$ cat src/rtl/rasterizer_pkg.sv
// Shared types and constants for the rasterizer memory arbiter.
// Requester ids are sized for the default three-port pipeline.
package rasterizer_pkg;

    localparam int unsigned ADDR_W_DEFAULT  = 26;
    localparam int unsigned NUM_REQ_DEFAULT = 3;
    localparam int unsigned REQ_ID_W        = $clog2(NUM_REQ_DEFAULT);

    localparam int unsigned REQ_VFETCH = 0;
    localparam int unsigned REQ_ZFETCH = 1;
    localparam int unsigned REQ_ZWRITE = 2;

    typedef logic [REQ_ID_W-1:0] req_id_t;

    // Round-robin successor, wrapping at n requesters.
    function automatic req_id_t next_id(input req_id_t id, input int unsigned n);
        if (int'(id) + 1 >= int'(n)) begin
            return '0;
        end
        return id + 1'b1;
    endfunction

endpackage

$ cat src/rtl/rasterizer_mem_arbiter_arb_tag_fifo.sv
// Tag FIFO: remembers which requester owns each outstanding read, in issue order.
// Depth must be a power of two so the pointers wrap naturally.
module arb_tag_fifo
    import rasterizer_pkg::*;
#(
    parameter int unsigned DEPTH = 8
) (
    input  logic    clock,
    input  logic    reset,
    input  logic    push,
    input  req_id_t push_id,
    input  logic    pop,
    output logic    full,
    output logic    empty,
    output req_id_t head
);

    localparam int unsigned PtrW = (DEPTH > 1) ? $clog2(DEPTH) : 1;

    req_id_t         mem_q [DEPTH];
    logic [PtrW-1:0] wr_q;
    logic [PtrW-1:0] rd_q;
    logic [PtrW:0]   cnt_q;
    logic            do_push;
    logic            do_pop;

    assign full    = (cnt_q == (PtrW + 1)'(DEPTH));
    assign empty   = (cnt_q == '0);
    assign head    = mem_q[rd_q];
    assign do_push = push & ~full;
    assign do_pop  = pop & ~empty;

    always_ff @(posedge clock) begin
        if (do_push) begin
            mem_q[wr_q] <= push_id;
        end
    end

    always_ff @(posedge clock or negedge reset) begin
        if (!reset) begin
            wr_q  <= '0;
            rd_q  <= '0;
            cnt_q <= '0;
        end else begin
            if (do_push) begin
                wr_q <= wr_q + 1'b1;
            end
            if (do_pop) begin
                rd_q <= rd_q + 1'b1;
            end
            unique case ({do_push, do_pop})
                2'b10:   cnt_q <= cnt_q + 1'b1;
                2'b01:   cnt_q <= cnt_q - 1'b1;
                default: cnt_q <= cnt_q;
            endcase
        end
    end

endmodule

$ cat src/rtl/rasterizer_mem_arbiter.sv
// Round-robin arbiter sharing one Avalon-MM SDRAM master among the pipeline stages.
// Optional performance counters are enabled with RASTER_ARB_PERF_EN.
module rasterizer_mem_arbiter
    import rasterizer_pkg::*;
#(
    parameter int unsigned NUM_REQ     = NUM_REQ_DEFAULT,
    parameter int unsigned MAX_PENDING = 8,
    parameter int unsigned ADDR_W      = ADDR_W_DEFAULT
) (
    input  logic                      clock,
    input  logic                      reset,
    input  logic [NUM_REQ*ADDR_W-1:0] req_address,
    input  logic [NUM_REQ-1:0]        req_read,
    input  logic [NUM_REQ-1:0]        req_write,
    input  logic [NUM_REQ*4-1:0]      req_byteenable,
    input  logic [NUM_REQ*32-1:0]     req_writedata,
    output logic [NUM_REQ-1:0]        req_waitrequest,
    output logic [31:0]               req_readdata,
    output logic [NUM_REQ-1:0]        req_readdatavalid,
    output logic [ADDR_W-1:0]         master_address,
    output logic                      master_read,
    output logic                      master_write,
    output logic [3:0]                master_byteenable,
    output logic [31:0]               master_writedata,
    input  logic [31:0]               master_readdata,
    input  logic                      master_readdatavalid,
    input  logic                      master_waitrequest,
    output logic                      err_orphan_rdv
`ifdef RASTER_ARB_PERF_EN
    ,
    output logic [NUM_REQ*32-1:0]     perf_grant_cnt,
    output logic [31:0]               perf_stall_cnt
`endif
);

    logic [NUM_REQ-1:0] active;
    req_id_t            grant;
    logic               grant_vld;
    req_id_t            rr_ptr_q, rr_ptr_d;
    req_id_t            locked_q, locked_d;
    logic               lock_q, lock_d;
    logic               accept;
    logic               strobe;
    logic               err_q;

    logic               fifo_full;
    logic               fifo_empty;
    logic               fifo_push;
    logic               fifo_pop;
    req_id_t            fifo_head;

    assign active = req_read | req_write;

    // Grant: locked requester if a stalled transfer is pending, else first active from rr_ptr.
    always_comb begin
        int unsigned idx;
        idx       = 0;
        grant     = '0;
        grant_vld = 1'b0;
        if (lock_q) begin
            grant     = locked_q;
            grant_vld = active[locked_q];
        end else begin
            for (int k = NUM_REQ - 1; k >= 0; k--) begin
                idx = (int'(rr_ptr_q) + k) % NUM_REQ;
                if (active[idx]) begin
                    grant     = req_id_t'(idx);
                    grant_vld = 1'b1;
                end
            end
        end
        // Nothing is granted while reset is held.
        if (!reset) begin
            grant_vld = 1'b0;
        end
    end

    always_comb begin
        master_address    = req_address[int'(grant)*ADDR_W +: ADDR_W];
        master_byteenable = req_byteenable[int'(grant)*4 +: 4];
        master_writedata  = req_writedata[int'(grant)*32 +: 32];
        master_read       = grant_vld & req_read[grant] & ~fifo_full;
        master_write      = grant_vld & req_write[grant] & ~req_read[grant];
        req_waitrequest   = '1;
        if (grant_vld) begin
            req_waitrequest[grant] = master_waitrequest | (req_read[grant] & fifo_full);
        end
    end

    assign strobe = master_read | master_write;
    assign accept = strobe & ~master_waitrequest;

    always_comb begin
        lock_d   = lock_q;
        locked_d = locked_q;
        rr_ptr_d = rr_ptr_q;
        if (accept) begin
            lock_d   = 1'b0;
            rr_ptr_d = next_id(grant, NUM_REQ);
        end else if (strobe) begin
            lock_d   = 1'b1;
            locked_d = grant;
        end else if (lock_q) begin
            // Locked requester withdrew its strobe; release the lock.
            lock_d = 1'b0;
        end
    end

    always_ff @(posedge clock or negedge reset) begin
        if (!reset) begin
            lock_q   <= 1'b0;
            locked_q <= '0;
            rr_ptr_q <= '0;
        end else begin
            lock_q   <= lock_d;
            locked_q <= locked_d;
            rr_ptr_q <= rr_ptr_d;
        end
    end

    assign fifo_push = accept & master_read;
    assign fifo_pop  = master_readdatavalid & ~fifo_empty;

    arb_tag_fifo #(
        .DEPTH (MAX_PENDING)
    ) u_tag_fifo (
        .clock   (clock),
        .reset   (reset),
        .push    (fifo_push),
        .push_id (grant),
        .pop     (fifo_pop),
        .full    (fifo_full),
        .empty   (fifo_empty),
        .head    (fifo_head)
    );

    always_comb begin
        req_readdata      = master_readdata;
        req_readdatavalid = '0;
        if (fifo_pop && reset) begin
            req_readdatavalid[fifo_head] = 1'b1;
        end
    end

    always_ff @(posedge clock or negedge reset) begin
        if (!reset) begin
            err_q <= 1'b0;
        end else if (master_readdatavalid && fifo_empty) begin
            err_q <= 1'b1;
        end
    end

    assign err_orphan_rdv = err_q;

`ifdef RASTER_ARB_PERF_EN
    logic [NUM_REQ-1:0][31:0] grant_cnt_q;
    logic [31:0]              stall_cnt_q;

    always_ff @(posedge clock or negedge reset) begin
        if (!reset) begin
            grant_cnt_q <= '0;
            stall_cnt_q <= '0;
        end else begin
            if (accept) begin
                grant_cnt_q[grant] <= grant_cnt_q[grant] + 32'd1;
            end
            if ((|active) && !accept) begin
                stall_cnt_q <= stall_cnt_q + 32'd1;
            end
        end
    end

    assign perf_grant_cnt = grant_cnt_q;
    assign perf_stall_cnt = stall_cnt_q;
`endif

endmodule

$ cat config.mk
export PLATFORM = sky130hd
export DESIGN_NAME = rasterizer_mem_arbiter
export DESIGN_NICKNAME = d
export VERILOG_FILES = /design/src/rtl/rasterizer_pkg.sv /design/src/rtl/rasterizer_mem_arbiter_arb_tag_fifo.sv /design/src/rtl/rasterizer_mem_arbiter.sv
export SDC_FILE = /design/constraint.sdc
export NUM_CORES = 1
export LEC_CHECK = 0
export CORE_AREA = 2 2 129 131
export DETAILED_ROUTE_END_ITERATION = 12
export DIE_AREA = 0 0 131 133
export GPL_TIMING_DRIVEN = 0
export PLACE_DENSITY = 0.57
export SYNTH_ARGS = -nofsm -noshare
export SYNTH_HDL_FRONTEND = slang
export SYNTH_SLANG_ARGS = --single-unit
$ cat constraint.sdc
create_clock -name clock -period 9.8 [get_ports clock]
set_clock_uncertainty 0.15 [all_clocks]
set_input_delay 1.96 -clock clock [delete_from_list [all_inputs] [get_ports clock]]
set_output_delay 1.96 -clock clock [all_outputs]
set_load 0.02 [all_outputs]
==> qor.yml, run 1 <==
placed_design:
  port_buffers: 298
  hpwlAfterDp_mm: 15.4
  place_area_sq_um: 6720
  place.gp.congestion: 0.925
detailed_routing:
  via_per_inst: 4.45
  routedWlPerCell_microns: 18.9
  num_vias: 4180
  route.detailed.drc: 0
  postRouteAntennaNets: 0
  wl_mm: 17.8
  drt_iter0_drc: 175
  dr.pass1.iters: 4
clock_network:
  clkLatencyLatePin_ns: 0.27
  clk_path_buf_depth: 2
  tritoncts: "yes"
  clk_pin_slew_ns: 0.05
  cts_sinks: 32
  cts_htree_levels: 2
  postCtsHoldBufs: 0
  cts_buffers: 5
  cts_setup_buffers: 0
  root_buffer: "clkbuf_16"
  ctsResizeCount: 0
die:
  ioPinCount: 331
  core-area_sq_um: 16200
  rows: 47
  die_w_microns: 131
  initial_core_util_pct: 21.4
  die-height_microns: 133
  die_area_sq_um: 17400
sta:
  slew_viol_final: 0
  tightest_slew_ns: 0.985
  grt_setup_unrepaired: "no"
  period_minus_slack_ns: 7.54
  fmax_mhz: 133
  slew_headroom_pct: 34.3
  setup_viol: 0
  setup_tns_ns: 0
  finalCritPeriodShare_pct: 76.9
  whs_ns: 0.313
  finalHoldViolCount: 0
worst_setup_path:
  worstPathRequired_ns: 7.69
  path_class: "input pin to output pin"
  end_kind: "output pin"
  regToRegSetupSlack_ns: 5.63
  cp_max_fo: 10
  arrival_ns: 5.43
  cp-start-kind: "input pin"
cells_and_area:
  diodes: 0
  nNetsFinal: 955
  regArea_sq_um: 881
  fillers: 1609
  syn_to_final_growth_pct: 98.9
  mostFrequentLayoutCells: "298 x clkdlybuf4s50_1, 70 x nand2_1, 65 x mux2i_1"
  layout_commonest_cell: "clkdlybuf4s50_1"
  final_cell_area_sq_um: 6880
  multi_input_area_sq_um: 2110
  layout-drive-gt1-share_pct: 8.33
global_routing:
  grt_max_degree: 22
  grt_busiest_layer: "met2"
  grt_overflow: 0
  grt_pass1_wl_mm: 25.8
  antenna_found_initial: 0
  grtUsageTotal_pct: 19.8
  grt_pass1_vias: 4279
  use_met2_pct: 36.5
  grt_use_met1_pct: 23.3
  grt_use_met3_pct: 5.98
worst_hold_path:
  min_path_type: "flop to flop"
flow_run:
  max-cap-violations: 0
power_and_ir_drop:
  clockPowerShare_pct: 8.3
  p_leak_nw: 2.55
  switching_share_pct: 48.3
  p_switching_mw: 0.999
  power_density_nw_per_um2: 301
  pwr-share-seq_pct: 11.2
  peakVddDrop_mv: 0.145
  combinationalPowerShare_pct: 80.5
  intPower_mw: 1.07
logic_synthesis:
  ys_seq_elements: 32
  synth-edff-count: 16
  syn_area_per_cell_sq_um: 8.35
  yosys_warnings: 0
  netlist_instances: 414
  synth.distinct_cells: 52
  synth_ff_type: "edfxtp_1"
  async_flop_share_pct: 50.0
  synth_seq_area_share_pct: 25.5
  synth_fp_nets: 650
  synthesis.area_sq_um: 3460
run_status:
  status: "complete, no violations"
-- synth_stat cells, drive strengths merged, types with 3 or more instances --
master | instances | area (sq um)
a211oi | 3 | 22.5
a21o | 3 | 22.5
a21oi | 5 | 25.0
and2 | 3 | 18.8
and3 | 3 | 18.8
buf | 49 | 377
clkbuf | 11 | 41.3
dfrtp | 16 | 400
edfxtp | 16 | 480
ha | 7 | 87.6
inv | 12 | 45.0
mux2 | 3 | 37.5
mux2i | 65 | 651
mux4 | 4 | 90.1
nand2 | 70 | 263
nand2b | 3 | 18.8
nand3 | 5 | 25.0
nor2 | 16 | 60.1
nor3 | 10 | 50.1
nor3b | 3 | 22.5
nor4 | 4 | 31.3
o211ai | 3 | 22.5
o21ai | 68 | 352
o32ai | 3 | 45.1
xnor2 | 5 | 43.8
xor2 | 3 | 26.3
-- power by group through the flow --
stage / clock network [mW] / registers, mW / logic [mW]
4_1_cts: 0.175 / 0.233 / 1.69
5_1_grt: 0.183 / 0.240 / 1.79
3_3_place_gp: 0 / 0.232 / 1.67
6_report: 0.171 / 0.232 / 1.67
2_1_floorplan: 0 / 0.226 / 0.956
3_5_place_dp: 0 / 0.234 / 1.67
-- routing by layer --
layer / part of all wire [%] / wire, microns / vias to the layer above
met5: 0 / 0 / -
met4: 0.54 / 96 / 0
met3: 7.3 / 1300 / 9
met2: 54 / 9530 / 145
met1: 39 / 6860 / 1967
li1: - / - / 2059
-- critical path, stage by stage --
cell             delay (ns)
clkdlybuf4s50_1        0.58
nor2_1                 0.12
or4_4                  0.53
o32ai_4                0.63
buf_6                  0.23
and2_1                 0.12
buf_4                  0.20
buf_6                  0.16
nand2_1                0.05
o21ai_1                0.11
clkdlybuf4s50_1        0.72
-- cells by family after synthesis --
family | Yosys count | synth area share (%)
and+or+nand+nor | 124 | 16.3
AOI/OAI and AO/OA | 98 | 17.2
buffers and inverters | 72 | 13.4
muxes | 72 | 22.5
DFF | 32 | 25.5
xor gates and xnor gates | 8 | 2.03
adders and majority gates | 8 | 3.11
-- per-stage QoR --
step | total power [mW] | utilization, % | instances | setup slack (ns)
after detailed placement | 1.91 | 41.5 | 932 | 2.26
final | 2.07 | 42.5 | 940 | 2.26
after CTS | 2.10 | 42.5 | 940 | 2.25
after floorplan | 1.18 | - | 414 | 3.78
after global routing | 2.21 | 42.5 | 940 | 2.10
after global placement | 1.90 | 41.5 | 932 | 2.26
-- layout make-up --
type	count	share of cell area [%]
Buffer	60	6.07
Tap cell	220	4.00
Inverter	12	0.655
Sequential cell	32	12.8
Clock inverter	3	0.546
Clock buffer	5	1.82
Multi-Input combinational cell	310	30.7
Timing Repair Buffer	298	43.4
-- flip-flops by register name, summed over array words and instances, names as in the netlist --
signal            flops
err_orphan_rdv        1
lock_q                1
locked_q              2
rr_ptr_q              2
u_tag_fifo.cnt_q      4
u_tag_fifo.mem_q     16
u_tag_fifo.rd_q       3
u_tag_fifo.wr_q       3
-- path summary, 6_finish.rpt --
path	startpoint	cells after the start	endpoint
min	err_orphan_rdv$_DFFE_PN0P_	1	err_orphan_rdv$_DFFE_PN0P_
max reg2reg	rr_ptr_q[0]$_DFFE_PN0P_	15	u_tag_fifo.cnt_q[3]$_DFFE_PN0P_
max in group asynchronous	reset	1	locked_q[1]$_DFFE_PN0P_
min reg2reg	err_orphan_rdv$_DFFE_PN0P_	1	err_orphan_rdv$_DFFE_PN0P_
min in group asynchronous	reset	1	u_tag_fifo.wr_q[2]$_DFFE_PN0P_
max	req_read[1]	11	master_writedata[10]
Note: power is estimated with default switching activity, not from simulation.
==> run 2, diff against run 1 <==
--- a/config.mk
+++ b/config.mk
@@ -5,11 +5,11 @@
 export SDC_FILE = /design/constraint.sdc
 export NUM_CORES = 1
 export LEC_CHECK = 0
-export CORE_AREA = 2 2 129 131
+export CORE_AREA = 2 2 130 132
 export DETAILED_ROUTE_END_ITERATION = 12
-export DIE_AREA = 0 0 131 133
+export DIE_AREA = 0 0 132 134
 export GPL_TIMING_DRIVEN = 0
-export PLACE_DENSITY = 0.57
+export PLACE_DENSITY = 0.56
 export SYNTH_ARGS = -nofsm -noshare
 export SYNTH_HDL_FRONTEND = slang
 export SYNTH_SLANG_ARGS = --single-unit
==> constraint.sdc (replaced) <==
create_clock -name clock -period 7.55 [get_ports clock]
set_clock_uncertainty 0.15 [all_clocks]
set_input_delay 1.51 -clock clock [delete_from_list [all_inputs] [get_ports clock]]
set_output_delay 1.51 -clock clock [all_outputs]
set_load 0.02 [all_outputs]
==> run 2 against run 1 <==
Against the previous run: final cell count unchanged; largest cell class unchanged; largest power group unchanged; core utilization down 0.42 points; sequential share of layout area about the same.
==> qor.yml, run 2 (same netlist as run 1, synthesis figures left out) <==
detailed_routing:
  num_vias: 4204  # +0.57%
  dr.pass1.iters: 4  # unchanged
  postRouteAntennaNets: 0  # unchanged
  via_per_inst: 4.47  # +0.57%
  route.detailed.drc: 0  # unchanged
  routedWlPerCell_microns: 19.3  # +1.8%
  drt_iter0_drc: 207  # +18%
  wl_mm: 18.1  # +1.8%
die:
  die_w_microns: 132  # +0.76%
  die-height_microns: 134  # +0.75%
  core-area_sq_um: 16300  # +0.73%
  initial_core_util_pct: 21.2  # -0.15 points
  rows: 47  # unchanged
  ioPinCount: 331  # unchanged
  die_area_sq_um: 17700  # +1.5%
worst_setup_path:
  cp-start-kind: "input pin"
  worstPathRequired_ns: 5.89  # -1.80 ns
  cp_max_fo: 17  # +7
  critPathLaunch: "req_read[1]"
  end_kind: "output pin"
  arrival_ns: 4.95  # -0.48 ns
  path_class: "input pin to output pin"
  rr_startpoint: "rr_ptr_q[0]$_DFFE_PN0P_"
sta:
  finalHoldViolCount: 0  # unchanged
  period_minus_slack_ns: 6.61
  setup_viol: 0  # unchanged
  slew_headroom_pct: 37.2  # +2.9 points
  layout_setup_ws_ns: 0.941  # -1.32 ns
  slew_viol_final: 0  # unchanged
  fmax_mhz: 151
  finalCritPeriodShare_pct: 87.5
  grt_setup_unrepaired: "no"
  setup_tns_ns: 0  # unchanged
  tightest_slew_ns: 0.939  # -0.0466 ns
placed_design:
  port_buffers: 298  # unchanged
  hpwlAfterDp_mm: 15.4  # +0.49%
  pre_cts_ws_ns: 0.893  # -1.37 ns
  place.gp.congestion: 0.914  # -1.2%
cells_and_area:
  nNetsFinal: 955  # unchanged
  syn_to_final_growth_pct: 98.4
  fillers: 1629  # +1.2%
  largest-register: "u_tag_fifo.mem_q"
  layout-drive-gt1-share_pct: 8.61  # +0.28 points
  diodes: 0  # unchanged
  mostFrequentLayoutCells: "298 x clkdlybuf4s50_1, 70 x nand2_1, 65 x mux2i_1"
  largest_register_ffs: 16  # unchanged
  layout_commonest_cell: "clkdlybuf4s50_1"
  post-route-util_pct: 42.1  # -0.42 points
  reg_top3: "u_tag_fifo.mem_q (16), u_tag_fifo.cnt_q (4)"
flow_run:
  max-cap-violations: 0  # unchanged
clock_network:
  ctsResizeCount: 0  # unchanged
  cts_buffers: 5  # unchanged
  cts_htree_levels: 2  # unchanged
  tritoncts: "yes"
  cts_sinks: 32  # unchanged
  postCtsHoldBufs: 0  # unchanged
  clkLatencyLatePin_ns: 0.28  # about the same
  root_buffer: "clkbuf_16"
  clk_path_buf_depth: 2  # unchanged
  clk_pin_slew_ns: 0.05  # about the same
  cts_setup_buffers: 0  # unchanged
worst_hold_path:
  hp-start: "err_orphan_rdv$_DFFE_PN0P_"
  min_path_type: "flop to flop"
power_and_ir_drop:
  intPower_mw: 1.36  # +27%
  p_leak_nw: 2.54  # -0.21%
  combinationalPowerShare_pct: 81.5  # +1.0 points
  switching_share_pct: 49.1  # +0.83 points
  power_density_nw_per_um2: 389  # +29%
  p_switching_mw: 1.31  # +31%
  peakVddDrop_mv: 0.262  # +80%
  clockPowerShare_pct: 7.3  # -1.0 points
  pwr-share-seq_pct: 11.3  # about the same
global_routing:
  grt_busiest_layer: "met2"
  grt_overflow: 0  # unchanged
  grtUsageTotal_pct: 19.6  # -0.27 points
  grt_use_met1_pct: 23.3  # +0.032 points
  use_met2_pct: 35.4  # -1.1 points
  grt_pass1_vias: 4219  # -1.4%
  antenna_found_initial: 0  # unchanged
  grt_max_degree: 22  # unchanged
  grt_pass1_wl_mm: 26.0  # +1.0%
  grt_use_met3_pct: 5.67  # -0.32 points
run_status:
  status: "complete, no violations"
==> run 2: final cells by class <==
cell class              instances  area [sq um]  share of cell area, %
repair buffers                298          2980                   43.5
multi-input cells             310          2110                   30.8
flip-flops and latches         32           881                   12.8
plain buffers                  60           418                   6.09
well taps                     220           275                   4.01
clock buffers                   5           125                   1.82
inverters                      12          45.0                  0.657
clock inverters                 3          18.8                  0.274
==> run 2: power groups by stage <==
stage	registers [mW]	logic (mW)	clock network [mW]
after floorplan	0.293	1.24	0
after global placement	0.301	2.18	0
after detailed placement	0.304	2.18	0
after CTS	0.301	2.20	0.199
after global routing	0.310	2.34	0.207
final	0.301	2.17	0.194
==> run 2: stage by stage <==
| stage | total power, mW | instance area [sq um] | hold slack, ns | std cells |
|---|---|---|---|---|
| after floorplan | 1.53 | 3460 | 0.327 | 414 |
| after global placement | 2.48 | 6720 | 0.291 | 932 |
| after detailed placement | 2.48 | 6720 | 0.307 | 932 |
| after CTS | 2.70 | 6860 | 0.319 | 940 |
| after global routing | 2.85 | 6860 | 0.353 | 940 |
| final | 2.67 | 6860 | 0.314 | 940 |
==> run 2: worst paths after layout <==
kind	slack (ns)	to	depth (start not counted)
worst max-delay path	0.94	master_address[18]	8
worst min-delay path	0.31	err_orphan_rdv$_DFFE_PN0P_	1
worst max register to register	3.50	u_tag_fifo.cnt_q[3]$_DFFE_PN0P_	15
worst min register to register	0.31	err_orphan_rdv$_DFFE_PN0P_	1
max in group asynchronous	5.06	u_tag_fifo.rd_q[0]$_DFFE_PN0P_	1
min in group asynchronous	1.61	locked_q[0]$_DFFE_PN0P_	1
==> run 2: layer usage <==
metal  wire, microns  part of all wire, %
met5               0                    0
met4             226                  1.2
met3            1320                  7.3
met2            9290                   51
met1            7270                   40
==> run 2: critical path, cell delays in order <==
cell and delay (ns):
clkdlybuf4s50_1 0.60, nor2_1 0.12, or4_4 0.53, o32ai_4 0.56
buf_6 0.22, clkbuf_1 0.58, o21ai_1 0.18, clkdlybuf4s50_1 0.64
==> run 3, diff against run 2 <==
--- a/config.mk
+++ b/config.mk
@@ -5,11 +5,12 @@
 export SDC_FILE = /design/constraint.sdc
 export NUM_CORES = 1
 export LEC_CHECK = 0
-export CORE_AREA = 2 2 130 132
+export ABC_AREA = 1
+export CORE_AREA = 2 2 128 130
 export DETAILED_ROUTE_END_ITERATION = 12
-export DIE_AREA = 0 0 132 134
+export DIE_AREA = 0 0 130 132
 export GPL_TIMING_DRIVEN = 0
-export PLACE_DENSITY = 0.56
+export PLACE_DENSITY = 0.57
 export SYNTH_ARGS = -nofsm -noshare
 export SYNTH_HDL_FRONTEND = slang
 export SYNTH_SLANG_ARGS = --single-unit
==> run 3 against run 2 <==
Against the previous run: worst hold slack improved by 0.0066 ns; sequential cell count unchanged; critical path depth increased by 4; cell area decreased by 1.3%; count of clock-buffer cells in the layout increased by 3; register-to-register slack improved by 0.40 ns; combinational power increased by 44%; critical path type unchanged.
==> qor.yml, run 3 <==
logic_synthesis:
  synthesis.area_sq_um: 3370  # -2.6%
  synth_top_area_cell: "nand3_1"
  synth.distinct_cells: 38  # -27%
  netlist_instances: 532  # +29%
  synth.top_cell.area_share_pct: 21.1  # +2.3 points
  synth.most_common_cell: "nand2_1"
  yosys_warnings: 0  # unchanged
  synth-edff-count: 16  # unchanged
  synth_ff_type: "edfxtp_1"
  async_flop_share_pct: 50.0  # unchanged
  synth_seq_area_share_pct: 26.2  # +0.68 points
  synth.area.top_cells: "nand3_1 21%, nand2_1 20%, edfxtp_1 14%, dfrtp_1 12%, buf_4 7.6%"
  syn_area_per_cell_sq_um: 6.33  # -24%
  synth_common_cells: "176 x nand2_1, 142 x nand3_1, 34 x buf_4"
  synth_fp_nets: 768  # +18%
  ys_seq_elements: 32  # unchanged
power_and_ir_drop:
  combinationalPowerShare_pct: 86.3  # +4.8 points
  p_switching_mw: 1.97  # +50%
  switching_share_pct: 54.5  # +5.4 points
  power_density_nw_per_um2: 534  # +37%
  intPower_mw: 1.65  # +21%
  total_power_mw: 3.62  # +36%
  clockPowerShare_pct: 5.5  # -1.8 points
  pwr-share-seq_pct: 8.2  # -3.1 points
  p_leak_nw: 2.87  # +13%
  peakVddDrop_mv: 0.322  # +23%
global_routing:
  grt_overflow: 0  # unchanged
  antenna_found_initial: 4  # +4
  grt_max_degree: 19  # -14%
  grt_pass1_wl_mm: 26.8  # +2.9%
  use_met2_pct: 33.8  # -1.6 points
  grtUsageTotal_pct: 20.7  # +1.1 points
  grt_use_met3_pct: 6.33  # +0.66 points
  grt_busiest_layer: "met2"
  grt_pass1_vias: 4622  # +9.6%
  grt_use_met1_pct: 27.0  # +3.7 points
worst_setup_path:
  crit_buf_inv: 3  # -1
  crit_chain: "clkdlybuf4s50_1, nor2_1, a21oi_1, o21ai_1, nand2_1, nand2_2, nand2_4, nor2_8, clkbuf_1, nand2_1, nand3_1, clkdlybuf4s50_1"
  worstPathRequired_ns: 5.89  # about the same
  reg2reg_to: "u_tag_fifo.cnt_q[3]$_DFFE_PN0P_"
  path_class: "input pin to output pin"
  cp_top_family: "buffers and inverters"
  rr_startpoint: "rr_ptr_q[0]$_DFFE_PN0P_"
  regToRegSetupSlack_ns: 3.90  # +0.40 ns
  arrival_ns: 4.62  # -0.33 ns
  rr_worst_depth: 25  # +10
  critPathMaxStageDelay_ns: 0.73  # +0.09 ns
  crit_slowest_cell: "clkdlybuf4s50_1"
  cp_max_fo: 15  # -2
  end_kind: "output pin"
  cp-start-kind: "input pin"
worst_hold_path:
  min_path_type: "flop to flop"
  hp-start: "locked_q[0]$_DFFE_PN0P_"
  min_to: "locked_q[0]$_DFFE_PN0P_"
  whs_path_depth: 2  # +1
clock_network:
  clkLatencyLatePin_ns: 0.28  # about the same
  clk_path_buf_depth: 2  # unchanged
  cts_setup_buffers: 0  # unchanged
  postCtsHoldBufs: 0  # unchanged
  root_buffer: "clkbuf_16"
  ctsResizeCount: 0  # unchanged
  cts_htree_levels: 2  # unchanged
  clk_pin_slew_ns: 0.05  # about the same
  tritoncts: "yes"
  cts_buffers: 5  # unchanged
  cts_sinks: 32  # unchanged
cells_and_area:
  largest_register_ffs: 16  # unchanged
  syn_to_final_growth_pct: 101
  diodes: 0  # unchanged
  layout_commonest_cell: "clkdlybuf4s50_1"
  mostFrequentLayoutCells: "298 x clkdlybuf4s50_1, 176 x nand2_1, 142 x nand3_1"
  largest-register: "u_tag_fifo.mem_q"
  nNetsFinal: 1073  # +12%
  layout-drive-gt1-share_pct: 8.47  # -0.14 points
  reg_top3: "u_tag_fifo.mem_q (16), u_tag_fifo.cnt_q (4)"
detailed_routing:
  wl_mm: 18.3  # +0.91%
  via_per_inst: 4.43  # -0.99%
  routedWlPerCell_microns: 17.3  # -10%
  route.detailed.drc: 0  # unchanged
  dr.pass1.iters: 4  # unchanged
  num_vias: 4667  # +11%
  drt_iter0_drc: 206  # -0.48%
  postRouteAntennaNets: 0  # unchanged
sta:
  slew_viol_final: 0  # unchanged
  finalCritPeriodShare_pct: 83.2  # -4.4 points
  fmax_mhz: 159  # +5.3%
  layout_setup_ws_ns: 1.27  # +0.330 ns
  tightest_slew_ns: 0.841  # -0.0979 ns
  slew_headroom_pct: 43.8  # +6.6 points
  grt_setup_unrepaired: "no"
  setup_tns_ns: 0  # unchanged
  whs_ns: 0.321  # +0.00662 ns
  setup_viol: 0  # unchanged
  finalHoldViolCount: 0  # unchanged
  period_minus_slack_ns: 6.28  # -0.330 ns
die:
  rows: 46  # -2.1%
  die_area_sq_um: 17200  # -3.0%
  die-height_microns: 132  # -1.5%
  die_w_microns: 130  # -1.5%
  core-area_sq_um: 15700  # -3.5%
  initial_core_util_pct: 21.4  # +0.21 points
  ioPinCount: 331  # unchanged
placed_design:
  pre_cts_ws_ns: 1.34  # +0.444 ns
  place.gp.congestion: 0.846  # -7.4%
  port_buffers: 298  # unchanged
  hpwlAfterDp_mm: 15.4  # -0.48%
flow_run:
  max-cap-violations: 0  # unchanged
run_status:
  status: "complete, no violations"
[run 3: cell types whose count changed after synthesis, sizes merged, moves of 11 or more]
cell,previous run,this run
mux2i,65,1
inv,12,33
o21ai,68,17
nand3,5,144
nor2,16,27
nand2,70,186
[run 3: kinds of logic after synthesis]
family                     after synthesis  share of synthesized area (%)
and+or+nand+nor                        365                           49.6
buffers and inverters                   93                           14.4
DFF                                     32                           26.2
AOI/OAI and AO/OA                       27                           4.72
adders and majority gates                8                           3.19
xor gates and xnor gates                 5                           1.30
muxes                                    2                          0.631
[run 3: how the worst max path moves through the flow]
stage	startpoint	to	depth (start not counted)
6_report	req_read[2]	master_writedata[29]	12
5_1_grt	req_read[2]	master_writedata[29]	13
4_1_cts	req_read[2]	master_writedata[29]	12
3_5_place_dp	req_read[2]	master_writedata[29]	12
3_3_place_gp	req_read[2]	master_address[23]	13
2_1_floorplan	req_read[1]	master_address[0]	13
[run 3: worst register-to-register path: cells and delay by family, from the launching register on]
kind / cells / cell delay [ns]
xor gates and xnor gates: 1 / 0.14
buffers and inverters: 3 / 0.21
DFF: 1 / 0.37
adders and majority gates: 3 / 0.91
and+or+nand+nor: 17 / 1.48
AOI/OAI and AO/OA: 1 / 0.27
[run 3: final cells by class]
type | count | area, sq um
plain buffers | 60 | 360
well taps | 216 | 270
inverters | 33 | 124
clock buffers | 8 | 146
fillers | 1678 | 8940
repair buffers | 298 | 2980
multi-input cells | 407 | 2000
flip-flops and latches | 32 | 881
[run 3: per-layer routing]
metal / wire length (microns) / up-vias / share of wire (%)
li1: - / 2339 / -
met1: 8030 / 2102 / 44
met2: 8490 / 194 / 46
met3: 1490 / 24 / 8.2
met4: 210 / 8 / 1.1
met5: 45 / - / 0.25
[run 3: power groups by stage]
stage | combinational (mW) | clock [mW] | sequential [mW]
detailed placement | 3.12 | 0 | 0.299
CTS | 3.15 | 0.204 | 0.297
finish | 3.12 | 0.199 | 0.297
floorplan | 1.72 | 0 | 0.293
global route | 3.38 | 0.211 | 0.306
global placement | 3.14 | 0 | 0.299
[run 3: metrics by stage]
step           instance area [sq um]  std cells  util [%]
6_report                        6770       1054      43.1
5_1_grt                         6770       1054      43.1
4_1_cts                         6770       1054      43.1
3_5_place_dp                    6620       1046      42.1
3_3_place_gp                    6620       1046      42.1
2_1_floorplan                   3370        532         -
